--- src/rtl/rgb_pwm_sequencer.sv ---
// rtl/rgb_pwm_sequencer.sv - three-channel RGB PWM generator with prescaler and blink sequencer
`timescale 1ns/1ps
module rgb_pwm_sequencer #(
   parameter int PSC_W   = 16,
   parameter int BLINK_W = 16
) (
   input  logic        HCLK,
   input  logic        HRESET,
   input  logic        wr_valid,
   input  logic [2:0]  wr_addr,
   input  logic [15:0] wr_data,
   output logic [2:0]  pwm_out,
   output logic        period_tick,
   output logic [1:0]  seq_state
);

   typedef enum logic [1:0] {
      ST_IDLE = 2'd0,
      ST_ON   = 2'd1,
      ST_OFF  = 2'd2
   } state_t;

   logic [7:0]         duty_r, duty_g, duty_b;
   logic [PSC_W-1:0]   prescale;
   logic               enable, blink_en;
   logic [BLINK_W-1:0] on_time, off_time;

   state_t             state, state_nxt;
   logic [PSC_W-1:0]   psc_cnt, psc_nxt;
   logic [7:0]         pwm_cnt, pwm_nxt;
   logic [BLINK_W-1:0] blink_cnt, blink_nxt;
   logic [2:0][7:0]    shadow;
   logic               load_shadow, tick_nxt, tick, wrap;
   logic [2:0]         pwm_cmp, out_nxt;
   logic [BLINK_W:0]   blink_inc, on_limit, off_limit;

   always_ff @(posedge HCLK or posedge HRESET) begin
      if (HRESET) begin
         duty_r   <= '0;
         duty_g   <= '0;
         duty_b   <= '0;
         prescale <= '0;
         enable   <= 1'b0;
         blink_en <= 1'b0;
         on_time  <= '0;
         off_time <= '0;
      end else if (wr_valid) begin
         case (wr_addr)
            3'd0: duty_r   <= wr_data[7:0];
            3'd1: duty_g   <= wr_data[7:0];
            3'd2: duty_b   <= wr_data[7:0];
            3'd3: prescale <= wr_data[PSC_W-1:0];
            3'd4: begin
               enable   <= wr_data[0];
               blink_en <= wr_data[1];
            end
            3'd5: on_time  <= wr_data[BLINK_W-1:0];
            3'd6: off_time <= wr_data[BLINK_W-1:0];
            default: ;
         endcase
      end
   end

   // ">=" so that lowering PRESCALE below the running count still ticks promptly
   assign tick      = (state != ST_IDLE) && (psc_cnt >= prescale);
   assign wrap      = tick && (pwm_cnt == 8'hff);
   assign blink_inc = {1'b0, blink_cnt} + {{BLINK_W{1'b0}}, 1'b1};
   assign on_limit  = (on_time == '0)  ? {{BLINK_W{1'b0}}, 1'b1} : {1'b0, on_time};
   assign off_limit = (off_time == '0) ? {{BLINK_W{1'b0}}, 1'b1} : {1'b0, off_time};
   assign pwm_cmp   = {pwm_cnt < shadow[2], pwm_cnt < shadow[1], pwm_cnt < shadow[0]};

   always_comb begin
      state_nxt   = state;
      psc_nxt     = tick ? '0 : psc_cnt + PSC_W'(1);
      pwm_nxt     = pwm_cnt + {7'd0, tick};
      blink_nxt   = blink_cnt;
      load_shadow = wrap;
      tick_nxt    = wrap;
      out_nxt     = 3'b000;
      case (state)
         ST_IDLE: begin
            psc_nxt   = '0;
            pwm_nxt   = '0;
            blink_nxt = '0;
            if (enable) begin
               state_nxt   = ST_ON;
               load_shadow = 1'b1;
            end
         end
         ST_ON: begin
            out_nxt = pwm_cmp;
            if (!blink_en) begin
               blink_nxt = '0;
            end else if (wrap) begin
               if (blink_inc >= on_limit) begin
                  state_nxt = ST_OFF;
                  blink_nxt = '0;
               end else begin
                  blink_nxt = blink_inc[BLINK_W-1:0];
               end
            end
         end
         ST_OFF: begin
            if (!blink_en) begin
               state_nxt = ST_ON;
               blink_nxt = '0;
            end else if (wrap) begin
               if (blink_inc >= off_limit) begin
                  state_nxt = ST_ON;
                  blink_nxt = '0;
               end else begin
                  blink_nxt = blink_inc[BLINK_W-1:0];
               end
            end
         end
         default: state_nxt = ST_IDLE;
      endcase
      // Disable overrides everything and parks the block with cleared counters
      if (!enable) begin
         state_nxt   = ST_IDLE;
         psc_nxt     = '0;
         pwm_nxt     = '0;
         blink_nxt   = '0;
         load_shadow = 1'b0;
         tick_nxt    = 1'b0;
         out_nxt     = 3'b000;
      end
   end

   always_ff @(posedge HCLK or posedge HRESET) begin
      if (HRESET) begin
         state       <= ST_IDLE;
         psc_cnt     <= '0;
         pwm_cnt     <= '0;
         blink_cnt   <= '0;
         shadow      <= '0;
         pwm_out     <= 3'b000;
         period_tick <= 1'b0;
      end else begin
         state       <= state_nxt;
         psc_cnt     <= psc_nxt;
         pwm_cnt     <= pwm_nxt;
         blink_cnt   <= blink_nxt;
         if (load_shadow) shadow <= {duty_b, duty_g, duty_r};
         pwm_out     <= out_nxt;
         period_tick <= tick_nxt;
      end
   end

   assign seq_state = state;

endmodule

--- config.mk ---
export PLATFORM = sky130hd
export DESIGN_NAME = rgb_pwm_sequencer
export DESIGN_NICKNAME = d
export VERILOG_FILES = /design/src/rtl/rgb_pwm_sequencer.sv
export SDC_FILE = /design/constraint.sdc
export NUM_CORES = 1
export LEC_CHECK = 0
export BUFFER_PORTS_ARGS = -buffer_cell sky130_fd_sc_hd__buf_2
export CAP_MARGIN = 20
export CORE_MARGIN = 4
export CORE_UTILIZATION = 53
export DETAILED_ROUTE_END_ITERATION = 16
export GPL_TIMING_DRIVEN = 0
export PLACE_DENSITY = 0.7
export RECOVER_POWER = 50
export SKIP_CTS_REPAIR_TIMING = 1
export SYNTH_ARGS = -nofsm -noshare
export SYNTH_HDL_FRONTEND = slang
export SYNTH_SLANG_ARGS = --single-unit
--- constraint.sdc ---
create_clock -name HCLK -period 4.2 [get_ports HCLK]
set_input_delay 0 -clock HCLK [delete_from_list [all_inputs] [get_ports HCLK]]
set_output_delay 0 -clock HCLK [all_outputs]
set_load 0.03 [all_outputs]
==> impl_metrics.yaml, run 1 <==
critical_path:
  worst-r2r-setup-slack_ns: 0.36
  worstPathArrival_ns: 4.20
  r2r-start: "blink_cnt[0]"
  cp_max_fo: 9
  reg2reg_to: "blink_cnt[13]"
  endpoint: "blink_cnt[13]"
  worstSetupStartpointType: "flip-flop"
  critical_path.endpoint_type: "flip-flop"
  critPathRequiredTime_ns: 4.55
  cp-startpoint: "blink_cnt[0]"
  r2r_cells: 16
  worst-setup-path-type: "flip-flop to flip-flop"
synthesis:
  synth_cell_types: 52
  syn_avg_cell_area_sq_um: 11.0
  syn_area_sq_um: 7820
  syn-num-nets: 808
  yosys_warnings: 0
  synthCells: 709
  synth-seq-cells: 144
  yosysSeqAreaShare: 0.461
drt:
  first_pass_iters: 4
  wl_met1_mm: 7.35
  wl_met2_mm: 8.26
  maxUsedRoutingLayer: "met4"
  ant_nets: 0
  via_per_inst: 5.60
  initialDrtViolationCount: 311
  drc: 0
  dr_total_vias: 5425
  dr_wl_met3_microns: 775
  drt-total-wl_mm: 16.6
  wire_per_inst_microns: 17.1
finish:
  fin_util: 0.617
  syn2layout_area_growth_pct: 14.3
  antenna_cells: 0
  layout.cells.non_filler: 968
  fin_area_sq_um: 8940
  num-nets-final: 870
  drive_gt1_frac: 0.207
floorplanning:
  die_h_microns: 129
  die_w_microns: 129
  initial_core_util: 0.540
  core_area_sq_um: 14500
  num_rows: 44
  dieArea_sq_um: 16800
  num_io_pins: 28
status:
  outcome: "complete, but fails checks"
  violations: "capacitance limit, slew limit"
power_and_ir_drop:
  p_leak_nw: 4.26
  pwr_density_cell_nw_per_um2: 498
  ir_drop_v: 0.000405
place:
  io_buffer_count: 25
  dp_cells: 919
  place_congestion: 0.883
  dp_hpwl_mm: 12.2
  pre_cts_ws_ns: 0.384
  placed_cell_area_sq_um: 8210
sta:
  worst_slack_ns: 0.357
  period_needed_ns: 3.84
  slew_headroom: -0.734
  drv_slew: 62
  worst_pin_slew_ns: 2.59
  rsz0062_at_grt: "no"
  timing.final.hold_violations: 0
  fin_crit_sh: 0.915
  setup_viol: 0
  skew_ns: 0.00869
  fmax_ghz: 0.260
clock_network:
  clock_latency_ns: 0.42
  clock-sinks: 144
  htreeDepth: 4
  root_buffer: "clkbuf_16"
  clk_pin_slew_ns: 0.06
  cts_tree: "built"
  ctsLongestPathBuffers: 2
  cts_buffers: 17
grt:
  grt_pass1_wl_mm: 27.7
  antenna_found_initial: 0
  track_usage: 0.212
  grt_max_degree: 85
  grt_remaining_overflow: 0
  grt_pass1_vias: 5497
hold_path:
  hp-start: "wr_valid"
  hold_class: "input pin to flip-flop"
job:
  cap_viol_max_count: 1
-- cells in the final DEF, fill, tap and decap left out, types with 19 or more instances in the layout --
cell	netlist	routed
ha_1	77	77
nand2_1	45	45
nand3_1	23	23
a21oi_1	27	27
buf_2	2	20
inv_1	79	78
nor2_1	38	38
dfrtp_1	144	144
mux2_2	98	96
clkbuf_1	10	19
-- synth_stat cells (all sizes together) --
library cell	instances	share of area
a2111oi	1	0.0011
a21oi	28	0.018
a21o	10	0.0096
nor3b	3	0.0042
nor3	10	0.0091
a41o	2	0.0026
o21ai	19	0.013
nor2b	5	0.0040
nand3b	1	0.00096
a22o	9	0.010
or3	2	0.0016
xnor2	16	0.018
o22ai	5	0.0040
o31a	1	0.0011
nand2	45	0.022
and3	5	0.0040
dfrtp	144	0.46
mux2i	2	0.0026
nand4	10	0.0080
nand2b	13	0.010
o211ai	1	0.00096
a211oi	2	0.0019
a211o	2	0.0022
a221oi	1	0.0019
nor4	6	0.0048
clkbuf	10	0.0048
xor2	14	0.016
nand4b	4	0.0045
nor2	39	0.019
inv	79	0.038
and2	4	0.0032
o32ai	1	0.0021
or2	1	0.00080
nand3	25	0.017
o2111ai	2	0.0022
mux2	98	0.14
a31oi	3	0.0024
and4	1	0.0011
ha	77	0.12
o221ai	1	0.0019
buf	4	0.0032
a31o	1	0.0011
a41oi	2	0.0022
-- layout make-up --
cell class	instances	area, sq um
buffer	14	62.6
clock buffer	20	447
clock inverter	12	155
fill	1144	5540
inverter	79	298
multi-input combinational	472	3850
sequential	144	3600
tap	184	230
timing repair buffer	43	294
-- state kept, by name, indices dropped and copies added (netlist names), 8 cells and up --
signal     cells
blink_cnt     16
duty_b         8
shadow        24
on_time       16
pwm_cnt        8
off_time      16
duty_r         8
psc_cnt       16
duty_g         8
prescale      16
-- critical path, stage by stage, from the launching register on --
cell and delay (ns):
dfrtp_1 0.47, ha_1 0.35, nand3_2 0.18, nor2_2 0.26, nand3_1 0.16, inv_1 0.11, nand3_1 0.09, xnor2_1 0.30
ha_1 0.31, a21o_1 0.16, nand2_1 0.06, nand3b_1 0.07, a41oi_1 0.22, nand4_1 0.19, and2_1 0.23, nor3_4 0.41
a22o_1 0.20
-- cell families (layout without fill, tap and decap cells) --
| group | Yosys count | after routing | share of synthesized area |
|---|---|---|---|
| XOR/XNOR | 30 | 30 | 0.0336 |
| multiplexers | 100 | 100 | 0.144 |
| buffers and inverters | 93 | 168 | 0.0459 |
| flip-flops | 144 | 144 | 0.461 |
| AO/OA/AOI/OAI | 91 | 91 | 0.0785 |
| adder cells (fa/ha/maj) | 77 | 77 | 0.123 |
| AND/OR/NAND/NOR | 174 | 174 | 0.115 |
-- metal layers --
layer | GRT usage | up-vias
met5 | 0 | -
met4 | 0.0630 | 0
met3 | 0.0445 | 15
met2 | 0.348 | 90
met1 | 0.286 | 2714
li1 | - | 2606
-- how the worst min path moves through the flow --
stage                             end  depth (start not counted)
after floorplan           off_time[0]                          1
after global placement    on_time[12]                          2
after detailed placement    duty_g[3]                          2
after CTS                   duty_g[3]                          2
after global routing         blink_en                          4
final                        blink_en                          4
-- through the flow --
step	hold slack [ns]	TNS, ns	power (mW)
6_report	0.133	0	4.46
5_1_grt	0.161	0	4.73
4_1_cts	-0.344	0	4.50
3_5_place_dp	0.110	0	2.95
3_3_place_gp	0.273	-156.19	2.87
2_1_floorplan	0.151	0	2.65
-- power by group --
group	total [mW]	internal (mW)	switching (mW)
Sequential	1.86	1.68	0.175
Clock	1.54	0.953	0.582
Combinational	1.06	0.512	0.551
Power figures use the tool's default switching activity.
==> inputs of run 2 (changes only) <==
--- a/config.mk
+++ b/config.mk
@@ -7,11 +7,13 @@
 export LEC_CHECK = 0
 export BUFFER_PORTS_ARGS = -buffer_cell sky130_fd_sc_hd__buf_2
 export CAP_MARGIN = 20
+export CELL_PAD_IN_SITES_DETAIL_PLACEMENT = 1
+export CELL_PAD_IN_SITES_GLOBAL_PLACEMENT = 2
 export CORE_MARGIN = 4
-export CORE_UTILIZATION = 53
+export CORE_UTILIZATION = 42
 export DETAILED_ROUTE_END_ITERATION = 16
 export GPL_TIMING_DRIVEN = 0
-export PLACE_DENSITY = 0.7
+export PLACE_DENSITY_LB_ADDON = 0.1
 export RECOVER_POWER = 50
 export SKIP_CTS_REPAIR_TIMING = 1
 export SYNTH_ARGS = -nofsm -noshare
==> impl_metrics.yaml, run 2 (synthesis results as in run 1) <==
power_and_ir_drop:
  p_leak_nw: 4.25
  ir_drop_v: 0.000273
  pwr_density_cell_nw_per_um2: 495
place:
  place_congestion: 0.767
  dp_hpwl_mm: 14.3
  pre_cts_ws_ns: 0.200
  placed_cell_area_sq_um: 8270
  dp_cells: 964
  io_buffer_count: 25
drt:
  dr_total_vias: 5370
  ant_nets: 0
  drt-total-wl_mm: 19.3
  initialDrtViolationCount: 196
  drc: 0
  wire_per_inst_microns: 19.0
  via_per_inst: 5.29
  first_pass_iters: 4
clock_network:
  htreeDepth: 4
  clk_pin_slew_ns: 0.06
  root_buffer: "clkbuf_16"
  clock_latency_ns: 0.43
  cts_buffers: 17
  cts_tree: "built"
  clock-sinks: 144
  ctsLongestPathBuffers: 2
floorplanning:
  num_io_pins: 28
  core_area_sq_um: 18100
  dieArea_sq_um: 20900
  die_w_microns: 144
  num_rows: 49
  initial_core_util: 0.431
  die_h_microns: 144
sta:
  period_needed_ns: 3.88
  slew_headroom: -0.770
  setup_viol: 0
  fin_crit_sh: 0.924
  timing.final.hold_violations: 0
  skew_ns: 0.00778
  drv_slew: 69
  final.setup.tns_ns: 0
  worst_pin_slew_ns: 2.65
  fmax_ghz: 0.258
  worst_slack_ns: 0.319
finish:
  fillCellCount: 1958
  drive_gt1_frac: 0.208
  largest_reg_flops: 24
  syn2layout_area_growth_pct: 15.0
  mostFrequentLayoutCell: "dfrtp_1"
  layout_common_cells: "dfrtp_1 (144), mux2_2 (96), inv_1 (79)"
  layout.cells.non_filler: 1015
  num-nets-final: 871
  multi_input_comb_area_sq_um: 3850
  fin_area_sq_um: 8990
  regMostFlops: "shadow"
  regArea_sq_um: 3600
critical_path:
  worst-setup-path-type: "flip-flop to flip-flop"
  critical_path.endpoint_type: "flip-flop"
  cp_max_fo: 7
  worstSetupStartpointType: "flip-flop"
  critPathRequiredTime_ns: 4.54
  worstPathArrival_ns: 4.22
grt:
  grt_pass1_vias: 5900
  use_met3: 0.0427
  antenna_found_initial: 0
  grt_pass1_wl_mm: 31.5
  gr-max-usage-layer: "met2"
  track_usage: 0.198
  grtUsageMet2: 0.323
  grt_max_degree: 78
  grt_remaining_overflow: 0
  met1_usage: 0.269
status:
  outcome: "complete, but fails checks"
  violations: "capacitance limit, slew limit"
job:
  cap_viol_max_count: 1
hold_path:
  hold_class: "input pin to flip-flop"
-- run 2: cell types whose count changed in the layout (fill, tap and decap cells not counted), moves of 2 or more --
cell / previous run / this run
bufinv_16: 3 / 1
clkinv_4: 1 / 3
clkinvlp_4: 2 / 4
clkinv_2: 3 / 1
-- run 2: cell type report --
| type | count | share of cell area |
|---|---|---|
| Clock buffer | 19 | 0.0493 |
| Antenna cell | 1 | 0.000278 |
| Tap cell | 229 | 0.0319 |
| Clock inverter | 13 | 0.0143 |
| Multi-Input combinational cell | 472 | 0.429 |
| Sequential cell | 144 | 0.401 |
| Inverter | 79 | 0.0330 |
| Buffer | 14 | 0.00696 |
| Timing Repair Buffer | 44 | 0.0349 |
-- run 2: power breakdown --
group          total [mW]  internal (mW)  switching, mW  leakage (nW)
Clock                1.48          0.841          0.640         0.268
Sequential           1.87           1.68          0.189          1.82
Combinational        1.10          0.516          0.582          2.16
-- run 2: stage by stage --
stage / util / hold WS, ns / total power [mW]
CTS: 0.487 / -0.312 / 4.51
detailed placement: 0.456 / 0.153 / 3.00
global placement: 0.454 / 0.268 / 2.91
finish: 0.496 / 0.111 / 4.45
floorplan: - / 0.151 / 2.65
global route: 0.495 / 0.126 / 4.73
-- run 2: path summary, 6_finish.rpt --
kind,from,end,slack (ns),depth (start not counted)
hold reg to reg,shadow[23],shadow[23],0.50,1
hold / removal,wr_addr[2],blink_en,0.11,4
min in group asynchronous,HRESET,psc_cnt[11],1.04,3
setup reg to reg,blink_cnt[2],blink_cnt[2],0.32,15
setup / recovery,blink_cnt[2],blink_cnt[2],0.32,15
max in group asynchronous,HRESET,shadow[22],0.81,4
-- run 2: per-layer routing --
metal | part of all wire | routed length (microns)
met1 | 0.48 | 9230
met2 | 0.48 | 9270
met3 | 0.029 | 559
met4 | 0.010 | 194
met5 | 0 | 0
-- run 2: critical path, stage by stage, from the launching register on --
cell and delay [ns]:
dfrtp_1 0.43, and3_1 0.25, and3_1 0.17, clkbuf_1 0.30, nand3_1 0.15, nor3_1 0.20
xor2_1 0.32, ha_1 0.31, nand3_1 0.12, nor2_1 0.07, o31a_1 0.28, o21ai_0 0.18
nand4_1 0.25, a21oi_4 0.32, nand2b_1 0.24, o21ai_0 0.21
